--- config.mk ---
export PLATFORM = sky130hd
export DESIGN_NAME = buffer_scheduler
export DESIGN_NICKNAME = d
export VERILOG_FILES = /design/src/rtl/pat_sched_pkg.sv /design/src/rtl/seq_table.sv /design/src/rtl/buffer_scheduler.sv
export SDC_FILE = /design/constraint.sdc
export NUM_CORES = 1
export LEC_CHECK = 0
export BUFFER_PORTS_ARGS = -buffer_cell sky130_fd_sc_hd__buf_2
export CAP_MARGIN = 40
export CELL_PAD_IN_SITES_DETAIL_PLACEMENT = 1
export CELL_PAD_IN_SITES_GLOBAL_PLACEMENT = 1
export CORE_MARGIN = 5
export CORE_UTILIZATION = 48
export DETAILED_ROUTE_END_ITERATION = 16
export GPL_TIMING_DRIVEN = 0
export PLACE_DENSITY = 0.85
export SYNTH_ARGS = -nofsm -noshare
export SYNTH_HDL_FRONTEND = slang
export SYNTH_SLANG_ARGS = --single-unit
--- constraint.sdc ---
create_clock -name clk -period 3.6 [get_ports clk]
set_input_delay 0.18 -clock clk [delete_from_list [all_inputs] [get_ports clk]]
set_output_delay 0.18 -clock clk [all_outputs]
set_load 0.05 [all_outputs]
--- src/rtl/pat_sched_pkg.sv ---
// Shared types and sizing for the pattern-buffer display scheduler.
package pat_sched_pkg;
    localparam int NO_BUFS = 8;
    localparam int SEQ_LEN = 8;
    localparam int HOLD_W  = 8;
    localparam int BUF_W   = $clog2(NO_BUFS);
    localparam int IDX_W   = 3;
    localparam int LEN_W   = 4;

    typedef enum logic [1:0] {
        IDLE     = 2'd0,
        RUN      = 2'd1,
        STOPPING = 2'd2
    } state_e;

    typedef struct packed {
        logic [BUF_W-1:0]  buf_idx;
        logic [HOLD_W-1:0] hold;
    } entry_t;
endpackage

--- src/rtl/seq_table.sv ---
// Sequence table register file: one synchronous write port, one combinational read port.
// Reads see the pre-write contents, so a load coinciding with a write gets the old entry.
module seq_table
    import pat_sched_pkg::*;
#(
    parameter int DEPTH = pat_sched_pkg::SEQ_LEN
) (
    input  logic             clk,
    input  logic             rst,
    input  logic             i_we,
    input  logic [IDX_W-1:0] i_waddr,
    input  entry_t           i_wdat,
    input  logic [IDX_W-1:0] i_raddr,
    output entry_t           o_rdat
);
    entry_t r_mem [DEPTH];

    always_ff @(posedge clk) begin
        if (rst) begin
            for (int i = 0; i < DEPTH; i++) begin
                r_mem[i] <= '0;
            end
        end else if (i_we) begin
            r_mem[i_waddr] <= i_wdat;
        end
    end

    assign o_rdat = r_mem[i_raddr];
endmodule

--- src/rtl/buffer_scheduler.sv ---
// Steps through a table of (buffer, hold) entries on tick strobes and guards
// editor access so the displayed buffer is never written while it is on screen.
module buffer_scheduler
    import pat_sched_pkg::*;
#(
    parameter int NO_BUFS = pat_sched_pkg::NO_BUFS,
    parameter int SEQ_LEN = pat_sched_pkg::SEQ_LEN,
    parameter int HOLD_W  = pat_sched_pkg::HOLD_W
) (
    input  logic                            clk,
    input  logic                            rst,
    input  logic                            cfg_we,
    input  logic [2:0]                      cfg_addr,
    input  logic [$clog2(NO_BUFS)-1:0]      cfg_buf,
    input  logic [HOLD_W-1:0]               cfg_hold,
    input  logic [3:0]                      seq_len,
    input  logic                            start,
    input  logic                            stop,
    input  logic                            tick,
    output logic [$clog2(NO_BUFS)-1:0]      buffer_select,
    output logic [2:0]                      seq_idx,
    output logic                            running,
    output logic                            wrap,
    input  logic                            edit_req,
    input  logic [$clog2(NO_BUFS)-1:0]      edit_buf,
    input  logic                            edit_wr,
    output logic                            edit_ack,
    output logic [$clog2(NO_BUFS)-1:0]      bufp,
    output logic                            field_write
);
    localparam int BW = $clog2(NO_BUFS);

    state_e            r_state, w_state_nxt;
    logic [2:0]        r_seq_idx, w_idx_nxt, w_rd_addr;
    logic [BW-1:0]     r_buf_sel, w_buf_nxt;
    logic [HOLD_W-1:0] r_cnt, w_cnt_nxt;
    logic              r_wrap, w_wrap_nxt;
    logic              r_edit_ack, r_field_write;
    logic [BW-1:0]     r_bufp;
    logic [3:0]        w_eff_len;
    logic              w_last, w_go, w_running, w_blocked, w_accept;
    entry_t            w_entry, w_cfg_entry;

    assign w_cfg_entry = '{buf_idx: cfg_buf, hold: cfg_hold};

    seq_table #(.DEPTH(SEQ_LEN)) u_seq_table (
        .clk     (clk),
        .rst     (rst),
        .i_we    (cfg_we),
        .i_waddr (cfg_addr),
        .i_wdat  (w_cfg_entry),
        .i_raddr (w_rd_addr),
        .o_rdat  (w_entry)
    );

    always_comb begin
        w_eff_len = seq_len;
        if (seq_len == 4'd0) begin
            w_eff_len = 4'd1;
        end else if (seq_len > 4'(SEQ_LEN)) begin
            w_eff_len = 4'(SEQ_LEN);
        end
    end

    // >= so a sequence shortened mid-run still wraps instead of overrunning
    assign w_last    = ({1'b0, r_seq_idx} >= (w_eff_len - 4'd1));
    assign w_rd_addr = ((r_state == IDLE) || w_last) ? 3'd0 : r_seq_idx + 3'd1;
    assign w_go      = start && !stop;

    always_comb begin
        w_state_nxt = r_state;
        w_idx_nxt   = r_seq_idx;
        w_buf_nxt   = r_buf_sel;
        w_cnt_nxt   = r_cnt;
        w_wrap_nxt  = 1'b0;
        case (r_state)
            IDLE: begin
                if (w_go) begin
                    w_state_nxt = RUN;
                    w_idx_nxt   = 3'd0;
                    w_buf_nxt   = w_entry.buf_idx;
                    w_cnt_nxt   = w_entry.hold;
                end
            end
            RUN: begin
                if (tick) begin
                    if (r_cnt != '0) begin
                        w_cnt_nxt = r_cnt - 1'b1;
                    end else begin
                        w_idx_nxt  = w_rd_addr;
                        w_buf_nxt  = w_entry.buf_idx;
                        w_cnt_nxt  = w_entry.hold;
                        w_wrap_nxt = w_last;
                    end
                end
                if (stop) begin
                    w_state_nxt = STOPPING;
                end
            end
            STOPPING: begin
                // A resume takes precedence over a tick in the same cycle
                if (w_go) begin
                    w_state_nxt = RUN;
                end else if (tick) begin
                    if (r_cnt != '0) begin
                        w_cnt_nxt = r_cnt - 1'b1;
                    end else begin
                        w_state_nxt = IDLE;
                    end
                end
            end
            default: w_state_nxt = IDLE;
        endcase
    end

    assign w_running = (r_state != IDLE);
    assign w_blocked = w_running && ((edit_buf == r_buf_sel) || (edit_buf == w_buf_nxt));
    assign w_accept  = edit_req && !w_blocked;

    always_ff @(posedge clk) begin
        if (rst) begin
            r_state       <= IDLE;
            r_seq_idx     <= '0;
            r_buf_sel     <= '0;
            r_cnt         <= '0;
            r_wrap        <= 1'b0;
            r_edit_ack    <= 1'b0;
            r_field_write <= 1'b0;
            r_bufp        <= '0;
        end else begin
            r_state       <= w_state_nxt;
            r_seq_idx     <= w_idx_nxt;
            r_buf_sel     <= w_buf_nxt;
            r_cnt         <= w_cnt_nxt;
            r_wrap        <= w_wrap_nxt;
            r_edit_ack    <= w_accept;
            r_field_write <= w_accept && edit_wr;
            if (w_accept) begin
                r_bufp <= edit_buf;
            end
        end
    end

    assign buffer_select = r_buf_sel;
    assign seq_idx       = r_seq_idx;
    assign running       = w_running;
    assign wrap          = r_wrap;
    assign edit_ack      = r_edit_ack;
    assign bufp          = r_bufp;
    assign field_write   = r_field_write;
endmodule

# ---- Word-level counts from Yosys, hierarchy flattened
# Memory sizes are Yosys's and may differ from the RTL's.
# Cells that the tools add are included.
dict set report totals {
  reg_bits 22
  mem_bits_rw 88
  inputBits 29
  out_inout_bits 13
  wordCells 80
  mem_count 1
}
dict set report classes {
  n_addsub 3
  magnitude_cmp 2
  n_eq_ne 13
  muxes 32
  bitwise 2
  reduce_logical 19
}
# name depth word_bits rd rd_ports_with_merged_regs write_ports line
set memory_table {}
lappend memory_table {u_seq_table.r_mem 8 11 1 0 8 seq_table.sv:16} ;# entry_t r_mem [DEPTH];
# op count
set ops {}
lappend ops {{$mux W8} 6}
lappend ops {{$mux W3} 8}
lappend ops {{$pmux W8 S3} 1}
lappend ops {{$ne A2 B2 Y1 const B} 7}
lappend ops {{$pmux W3 S2} 2}
lappend ops {{$mux W11} 1}
lappend ops {{$reduce_or A11 Y1} 1}
lappend ops {{$mux W2} 5}
lappend ops {{$mux W4} 2}
lappend ops {{$reduce_and A4 Y1} 2}
lappend ops {{$reduce_bool A8 Y1} 1}
lappend ops {{$sub A8 B1 Y8 const B} 1}
lappend ops {{$eq A3 B3 Y1} 2}
lappend ops {{$mux W1} 6}
lappend ops {{$ne A3 B3 Y1 const B} 2}
lappend ops {{$pmux W2 S3} 1}
lappend ops {{$reduce_and A6 Y1} 1}
lappend ops {{$ge A3 B4 Y1} 1}
lappend ops {{$gt A4 B4 Y1 const B} 1}
lappend ops {{$logic_and A1 B1 Y1} 4}
lappend ops {{$logic_not A4 Y1} 1}
lappend ops {{$reduce_bool A2 Y1} 2}
lappend ops {{$reduce_or A4 Y1} 1}
lappend ops {{$sub A4 B1 Y4 const B} 1}
lappend ops {{other kinds (8)} 11}

# ---- Logic depth before layout (Yosys ltp)
# Gate-level depths: netlist (run 1).
# An unclocked memory read counts as a cell.
dict set report logic_depth {
  word_depth 17
  depth_mapped 15
  depth_no_buf 13
}

# ---- Modules after synthesis
# A second synthesis (run 1) with hierarchy kept.
dict set report hier_totals {
  hier_cells 456
  area_unflattened_um2 5646.7
}
# mod instances cells_each area_per_inst_um2 seq_area_each_um2
set by_module_without_submodules {}
lappend by_module_without_submodules {seq_table 1 260 4043.9 2642.5}
lappend by_module_without_submodules {buffer_scheduler 1 196 1602.8 440.4}

# ---- Worst setup path after synthesis (run 1)
# Ideal clock, no wire load.
dict set report synth_timing {
  kind {flip-flop to flip-flop}
  from {reg r_seq_idx[0] (netlist: seq_idx[0])}
  to {reg r_bufp[0] (netlist: bufp[0])}
  setup_ns 0.083
  arrival_time_ns 3.524
  required_ns 3.517
  setup_slack_ns -0.006
  path_stages_with_launch 12
  path_buffers 1
  synth_period_minus_slack_ns 3.606
  path_cell_list {dfxtp_1 -> clkinv_1 -> clkbuf_1 -> ha_1 -> nor2b_1 -> o211ai_1 -> a311o_1 -> a221oi_2 -> a31oi_1 -> a21o_1 -> or4_4 -> o221ai_1}
}
dict set report synth_via {
  elab_chain_cells 12
  word_cells_on_any_way 14
  classes_between {add/sub (1); order compare (1); eq/ne (1); mux (5); reduce/logical (5); memory (1)}
}
# item line
set synth_lines {}
lappend synth_lines {{start: declaration} buffer_scheduler.sv:34} ;# logic [2:0] r_seq_idx, w_idx_nxt, w_rd_addr;
lappend synth_lines {{start signal: assignment} buffer_scheduler.sv:132} ;# r_seq_idx <= w_idx_nxt;
lappend synth_lines {{$ge A3 B4 Y1} buffer_scheduler.sv:66} ;# assign w_last = ({1'b0, r_seq_idx} >= (w_eff_len - 4'd1));
lappend synth_lines {{$logic_or A1 B1 Y1} buffer_scheduler.sv:67} ;# assign w_rd_addr = ((r_state == IDLE) || w_last) ? 3'd0 : r_seq_idx + 3'd1;
lappend synth_lines {{$mux W3 *} buffer_scheduler.sv:67}
lappend synth_lines {{$mem_v2 Z8 W11 *} --}
lappend synth_lines {{$mux W3} buffer_scheduler.sv:87} ;# if (r_cnt != '0) begin
lappend synth_lines {{$mux W3} buffer_scheduler.sv:86} ;# if (tick) begin
lappend synth_lines {{$pmux W3 S2 *} buffer_scheduler.sv:76} ;# case (r_state)
lappend synth_lines {{$eq A3 B3 Y1 *} buffer_scheduler.sv:117} ;# assign w_blocked = w_running && ((edit_buf == r_buf_sel) || (edit_buf == w_buf_nxt));
lappend synth_lines {{$logic_or A1 B1 Y1 *} buffer_scheduler.sv:117}
lappend synth_lines {{$logic_and A1 B1 Y1 *} buffer_scheduler.sv:117}
lappend synth_lines {{$logic_not A1 Y1 *} buffer_scheduler.sv:118} ;# assign w_accept = edit_req && !w_blocked;
lappend synth_lines {{$logic_and A1 B1 Y1 *} buffer_scheduler.sv:118}
lappend synth_lines {{end signal: assignment} buffer_scheduler.sv:139} ;# r_bufp <= edit_buf;
lappend synth_lines {{end: declaration} buffer_scheduler.sv:39} ;# logic [BW-1:0] r_bufp;
# Every way passes the cells marked *; elsewhere a longest branch is shown, timed or not.
# A chain may end at the register's enable or synchronous reset.

# ---- Worst setup path after layout (run 1)
dict set report layout_timing {
  from {reg r_seq_idx[0] (netlist: seq_idx[0])}
  to {reg r_bufp[2] (netlist: bufp[2])}
}
# Same word-level chain as after synthesis.

==> impl_metrics.yaml, run 1 <==
status:
  status: "complete, no violations"
clock_network:
  htree_num_levels: 3
  cts_buffers: 9
  hold_buffers: 0
  cts_root_buf: "clkbuf_16"
  cts_tree: "built"
  clockBufferDepth: 2
  path_clk_slew_ns: 0.08
  cts.sinks: 110
  clk-insertion-delay-late_ns: 0.36
logic_synthesis:
  synth_area_leaders: "edfxtp_1, and2_1, dfxtp_1"
  synth-edff-count: 88
  synth_compound_area_share_pct: 16.0
  ys_warn_count: 0
  netlist_instances: 523
  yosys.area_share.xor_xnor_pct: 1.08
  ys.flop_type: "edfxtp_1"
  synth_seq_cells: 110
  synth_top_area_share_pct: 46.7
  synthDistinctLibCells: 57
  synth_common_cells: "and2_1, edfxtp_1, nor2_1"
  async_flop_share_pct: 0
  synth_fp_nets: 562
  muxShareOfSynthArea_pct: 1.46
  synthSimpleGateAreaFrac_pct: 22.0
  synth_fa_ha_area_share_pct: 2.21
  synth_area_per_cell_um2: 10.8
  syn_area_mm2: 0.00566
  yosysSeqAreaShare_pct: 54.5
  yosys.area.top_type: "edfxtp_1"
  synth_top_family_by_area: "simple AND/OR/NAND/NOR gates"
  yosysMostFrequentCell: "and2_1"
route:
  wl_met2_um: 8390
  drt-met1-wl_um: 6850
  drc: 0
  vias: 4441
  drtIter0Drc: 406
  top_layer_used: "met4"
  vias_per_cell: 6.14
  met3WireLength_um: 1090
  wl_per_cell_um: 23.1
  final_antenna_net_count: 0
  drt_first_pass_iters: 5
  wl_um: 16700
sta:
  maxSlewViolCount: 0
  finalHoldViolCount: 0
  rsz0062_at_grt: "no"
  tightest_slew_ns: 0.733
  clock_skew_ns: 0.00977
  holdWs_ns: 0.0843
  period_minus_slack_ns: 3.43
  finalSetupViolCount: 0
  max_slew_margin_pct: 50.8
  max_freq_ghz: 0.292
  finalCritPeriodShare_pct: 95.2
floorplanning:
  ios: 42
  rows: 39
  core_area_mm2: 0.0115
  fp.dieW_um: 119
  dieArea_mm2: 0.0141
  start_util_pct: 49.3
  die_h_um: 119
critical_path:
  cp.required_ns: 3.87
  critPathLaunchType: "register"
  crit_fanout: 10
  worst-r2r-setup-slack_ns: 0.17
  crit_arrival_ns: 3.69
  setup.worst_path.end_class: "register"
  crit_type: "register to register"
power_and_ir_drop:
  power.density_mw_per_mm2: 596
  ir_drop_v: 0.000331
  leakagePower_nw: 2.32
cells_and_area:
  drive_gt1_share_pct: 15.3
  nFillCells: 1263
  utilization_pct: 55.7
  fin_cells: 723
  nets: 615
  diodes: 0
  areaGrowthSynthToFinish_pct: 12.9
grt:
  antenna_found_initial: 0
  overflow: 0
  grt_max_degree: 18
  grt_pass1_vias: 4662
  gr-usage-all-layers_pct: 23.9
  grt_pass1_wl_um: 26000
placed_design:
  place_inst: 708
  post-dp-hpwl_um: 11700
  placement.io_buffers: 41
  gp_congestion: 0.831
min_path:
  hp-class: "primary input to register"
run:
  drv_cap: 0
stage by stage:
stage,setup WS [ns],cell area (µm²),power (mW),TNS [ns]
floorplan,0.293,5660,2.43,0
global placement,-0.778,6040,2.71,-5.90
detailed placement,-0.959,6050,2.79,-7.71
CTS,0.0314,6370,3.79,0
global route,0.0218,6380,3.99,0
finish,0.173,6380,3.80,0
cells in the final DEF (no fill, tap or decap), types with 11 or more instances in the layout:
| cell type | count |
|---|---|
| and2_1 | 97 |
| edfxtp_1 | 88 |
| buf_2 | 42 |
| nor2_1 | 27 |
| nand2_1 | 27 |
| a21oi_1 | 25 |
| clkbuf_1 | 21 |
| dfxtp_1 | 21 |
| or3_1 | 16 |
| o211ai_1 | 15 |
| o21ai_0 | 15 |
| inv_1 | 14 |
| or2_2 | 11 |
timing repair:
action                                  4_1_cts  5_1_grt
pin swaps                                     0        1
resized for setup                            14        9
endpoints found under the setup margin       15       11
setup buffers                                 0        0
logic make-up (layout without fill, tap and decap cells):
group | count (synthesis) | after routing
and+or+nand+nor | 218 | 218
AOI/OAI and AO/OA | 129 | 129
DFF | 110 | 110
buffers and inverters | 41 | 98
adders and majority gates | 10 | 10
muxes | 8 | 8
xor gates and xnor gates | 7 | 7
power breakdown:
part / switching, mW / internal, mW
clock network: 0.468 / 0.544
logic: 0.796 / 0.413
registers: 0.0839 / 1.50
total: 1.35 / 2.46
path summary, 6_finish.rpt:
| path | end | depth (start not counted) | from |
|---|---|---|---|
| worst max-delay path | bufp[2] | 11 | seq_idx[0] |
| worst min-delay path | field_write | 2 | edit_wr |
| worst max register to register | bufp[2] | 11 | seq_idx[0] |
| worst min register to register | r_cnt[6] | 2 | r_cnt[6] |
worst max-delay path, stage by stage, from the launching register on:
cell      delay, ns
dfxtp_2        0.46
inv_4          0.12
clkbuf_4       0.23
ha_1           0.33
nor2b_2        0.27
o211ai_1       0.27
a311o_1        0.48
a221oi_2       0.27
a31oi_1        0.06
a21o_1         0.20
or4_4          0.44
o221ai_1       0.20
registers in the layout, summed over array words and instances, names as in the netlist:
| name | cells |
|---|---|
| u_seq_table.r_mem | 88 |
| seq_idx | 3 |
| r_state | 2 |
| buffer_select | 3 |
| edit_ack | 1 |
| bufp | 3 |
| r_cnt | 8 |
| field_write | 1 |
| wrap | 1 |
routing by layer:
| metal | vias to the layer above | track usage, % |
|---|---|---|
| met2 | 158 | 40.8 |
| met1 | 2220 | 29.5 |
| met4 | 0 | 9.57 |
| met3 | 27 | 5.25 |
| met5 | - | 0 |
| li1 | 2036 | - |
cell type report:
cell class	count	area [µm²]	area share [%]
flip-flops and latches	110	3080	48.3
multi-input cells	372	2450	38.3
clock buffers	11	233	3.65
repair buffers	42	213	3.33
well taps	143	179	2.80
plain buffers	26	114	1.78
inverters	15	58.8	0.921
clock inverters	4	55.1	0.862
No activity file was read; power rests on OpenSTA's default activity.
==> run 2, diff against run 1 <==
- CORE_UTILIZATION: 48 -> 43
- PLACE_DENSITY: 0.85 -> 0.81
- clock period: 3.6 -> 3 ns (I/O delays scaled with it)
==> impl_metrics.yaml, run 2 (synthesis gave the netlist of run 1 again) <==
min_path:
  hp-class: "primary input to register"
  hold-path-cell-count: 2
critical_path:
  crit_arrival_ns: 3.31
  critPathLaunchType: "register"
  setup.worst_path.end_class: "register"
  r2r_cells: 11
  crit_type: "register to register"
  crit_fanout: 7
  cp.required_ns: 3.29
cells_and_area:
  nets: 642
  top_regs: "u_seq_table.r_mem (88), r_cnt (8)"
  utilization_pct: 52.2
  drive_gt1_share_pct: 23.4
  layout_common_cells: "and2_1, edfxtp_1, buf_2"
  diodes: 0
  top_register: "u_seq_table.r_mem"
  areaGrowthSynthToFinish_pct: 20.7
  largest_register_ff_count: 88
  final_common_cell: "and2_1"
placed_design:
  gp_congestion: 0.873
  place_ws_ns: -1.17
  post-dp-hpwl_um: 11600
  placement.io_buffers: 41
grt:
  overflow: 0
  antenna_found_initial: 0
  grt_pass1_wl_um: 27100
  gr-usage-all-layers_pct: 22.6
  grt_pass1_vias: 4832
  grt_max_degree: 21
clock_network:
  cts.sinks: 110
  htree_num_levels: 3
  cts_root_buf: "clkbuf_16"
  clockBufferDepth: 2
  path_clk_slew_ns: 0.08
  hold_buffers: 0
  cts_tree: "built"
  cts_buffers: 9
  clk-insertion-delay-late_ns: 0.37
power_and_ir_drop:
  power.density_mw_per_mm2: 714
  total_power_mw: 4.87
  ir_drop_v: 0.000308
  leakagePower_nw: 2.49
sta:
  finalHoldViolCount: 0
  max_freq_ghz: 0.332
  holdWs_ns: 0.0374
  finalCritPeriodShare_pct: 101
  fin_ws_ns: -0.0153
  max_slew_margin_pct: 50.6
  rsz0062_at_grt: "yes"
  maxSlewViolCount: 0
  period_minus_slack_ns: 3.02
  clock_skew_ns: 0.0121
  finalSetupViolCount: 2
  tightest_slew_ns: 0.736
floorplanning:
  fp.dieW_um: 125
  start_util_pct: 43.2
  die_h_um: 125
  ios: 42
  dieArea_mm2: 0.0155
  rows: 42
  core_area_mm2: 0.0131
route:
  wl_um: 18100
  vias: 4620
  drtIter0Drc: 350
  final_antenna_net_count: 0
  vias_per_cell: 5.89
  drt_first_pass_iters: 5
  wl_per_cell_um: 23.0
  drc: 0
status:
  status: "complete, but fails checks"
  violations: "setup timing"
run:
  drv_cap: 0
run 2: cell count changes in the layout (fill, tap and decap cells not counted), sizes merged:
| cell | previous run | this run |
|---|---|---|
| buf | 43 | 73 |
| clkbuf | 36 | 31 |
| clkinv | 1 | 3 |
| inv | 17 | 18 |
run 2: cell type report:
| cell class | count | area [µm²] |
|---|---|---|
| clock buffer | 9 | 225 |
| sequential | 110 | 3090 |
| tap | 176 | 220 |
| inverter | 15 | 68.8 |
| buffer | 25 | 128 |
| fill | 1411 | 6260 |
| multi-input combinational | 372 | 2580 |
| timing repair buffer | 70 | 427 |
| clock inverter | 7 | 90.1 |
run 2: critical path, stage by stage, from the launching register on:
cell	delay, ns
dfxtp_4	0.41
clkinv_8	0.08
clkbuf_16	0.15
ha_4	0.24
nor2b_4	0.18
o211ai_1	0.21
buf_4	0.20
a311o_1	0.35
a32oi_2	0.27
xnor2_1	0.15
or4_4	0.54
o221ai_2	0.16
run 2: report_power, final:
part           internal, mW  switching [mW]
sequential             1.80          0.0998
clock                 0.670           0.635
combinational         0.632            1.03
run 2: worst paths after layout:
kind | start | to | slack (ns)
worst max-delay path | seq_idx[0] | bufp[2] | -0.02
worst min-delay path | edit_wr | field_write | 0.04
worst max register to register | seq_idx[0] | bufp[2] | -0.02
worst min register to register | bufp[2] | bufp[2] | 0.52
run 2: through the flow:
stage / TNS [ns] / cells / instance area [µm²]
after global routing: -0.541 / 784 / 6830
after floorplan: 0 / 523 / 5670
after CTS: 0 / 766 / 6610
after global placement: -10.20 / 740 / 6100
after detailed placement: -10.83 / 741 / 6100
final: -0.0292 / 784 / 6830
run 2: what timing repair did:
item,in CTS,in global routing
setup buffers,10,18
gates cloned,0,0
pin swaps,8,9
endpoints found under the setup margin,15,10
resized for setup,30,15
run 2: layer usage:
| layer | wire, µm | part of all wire [%] | global-route usage [%] | vias up |
|---|---|---|---|---|
| li1 | - | - | - | 2091 |
| met1 | 7320 | 41 | 27.3 | 2322 |
| met2 | 9230 | 51 | 40.0 | 167 |
| met3 | 1000 | 5.5 | 3.52 | 40 |
| met4 | 518 | 2.9 | 9.09 | 0 |
| met5 | 0 | 0 | 0 | - |
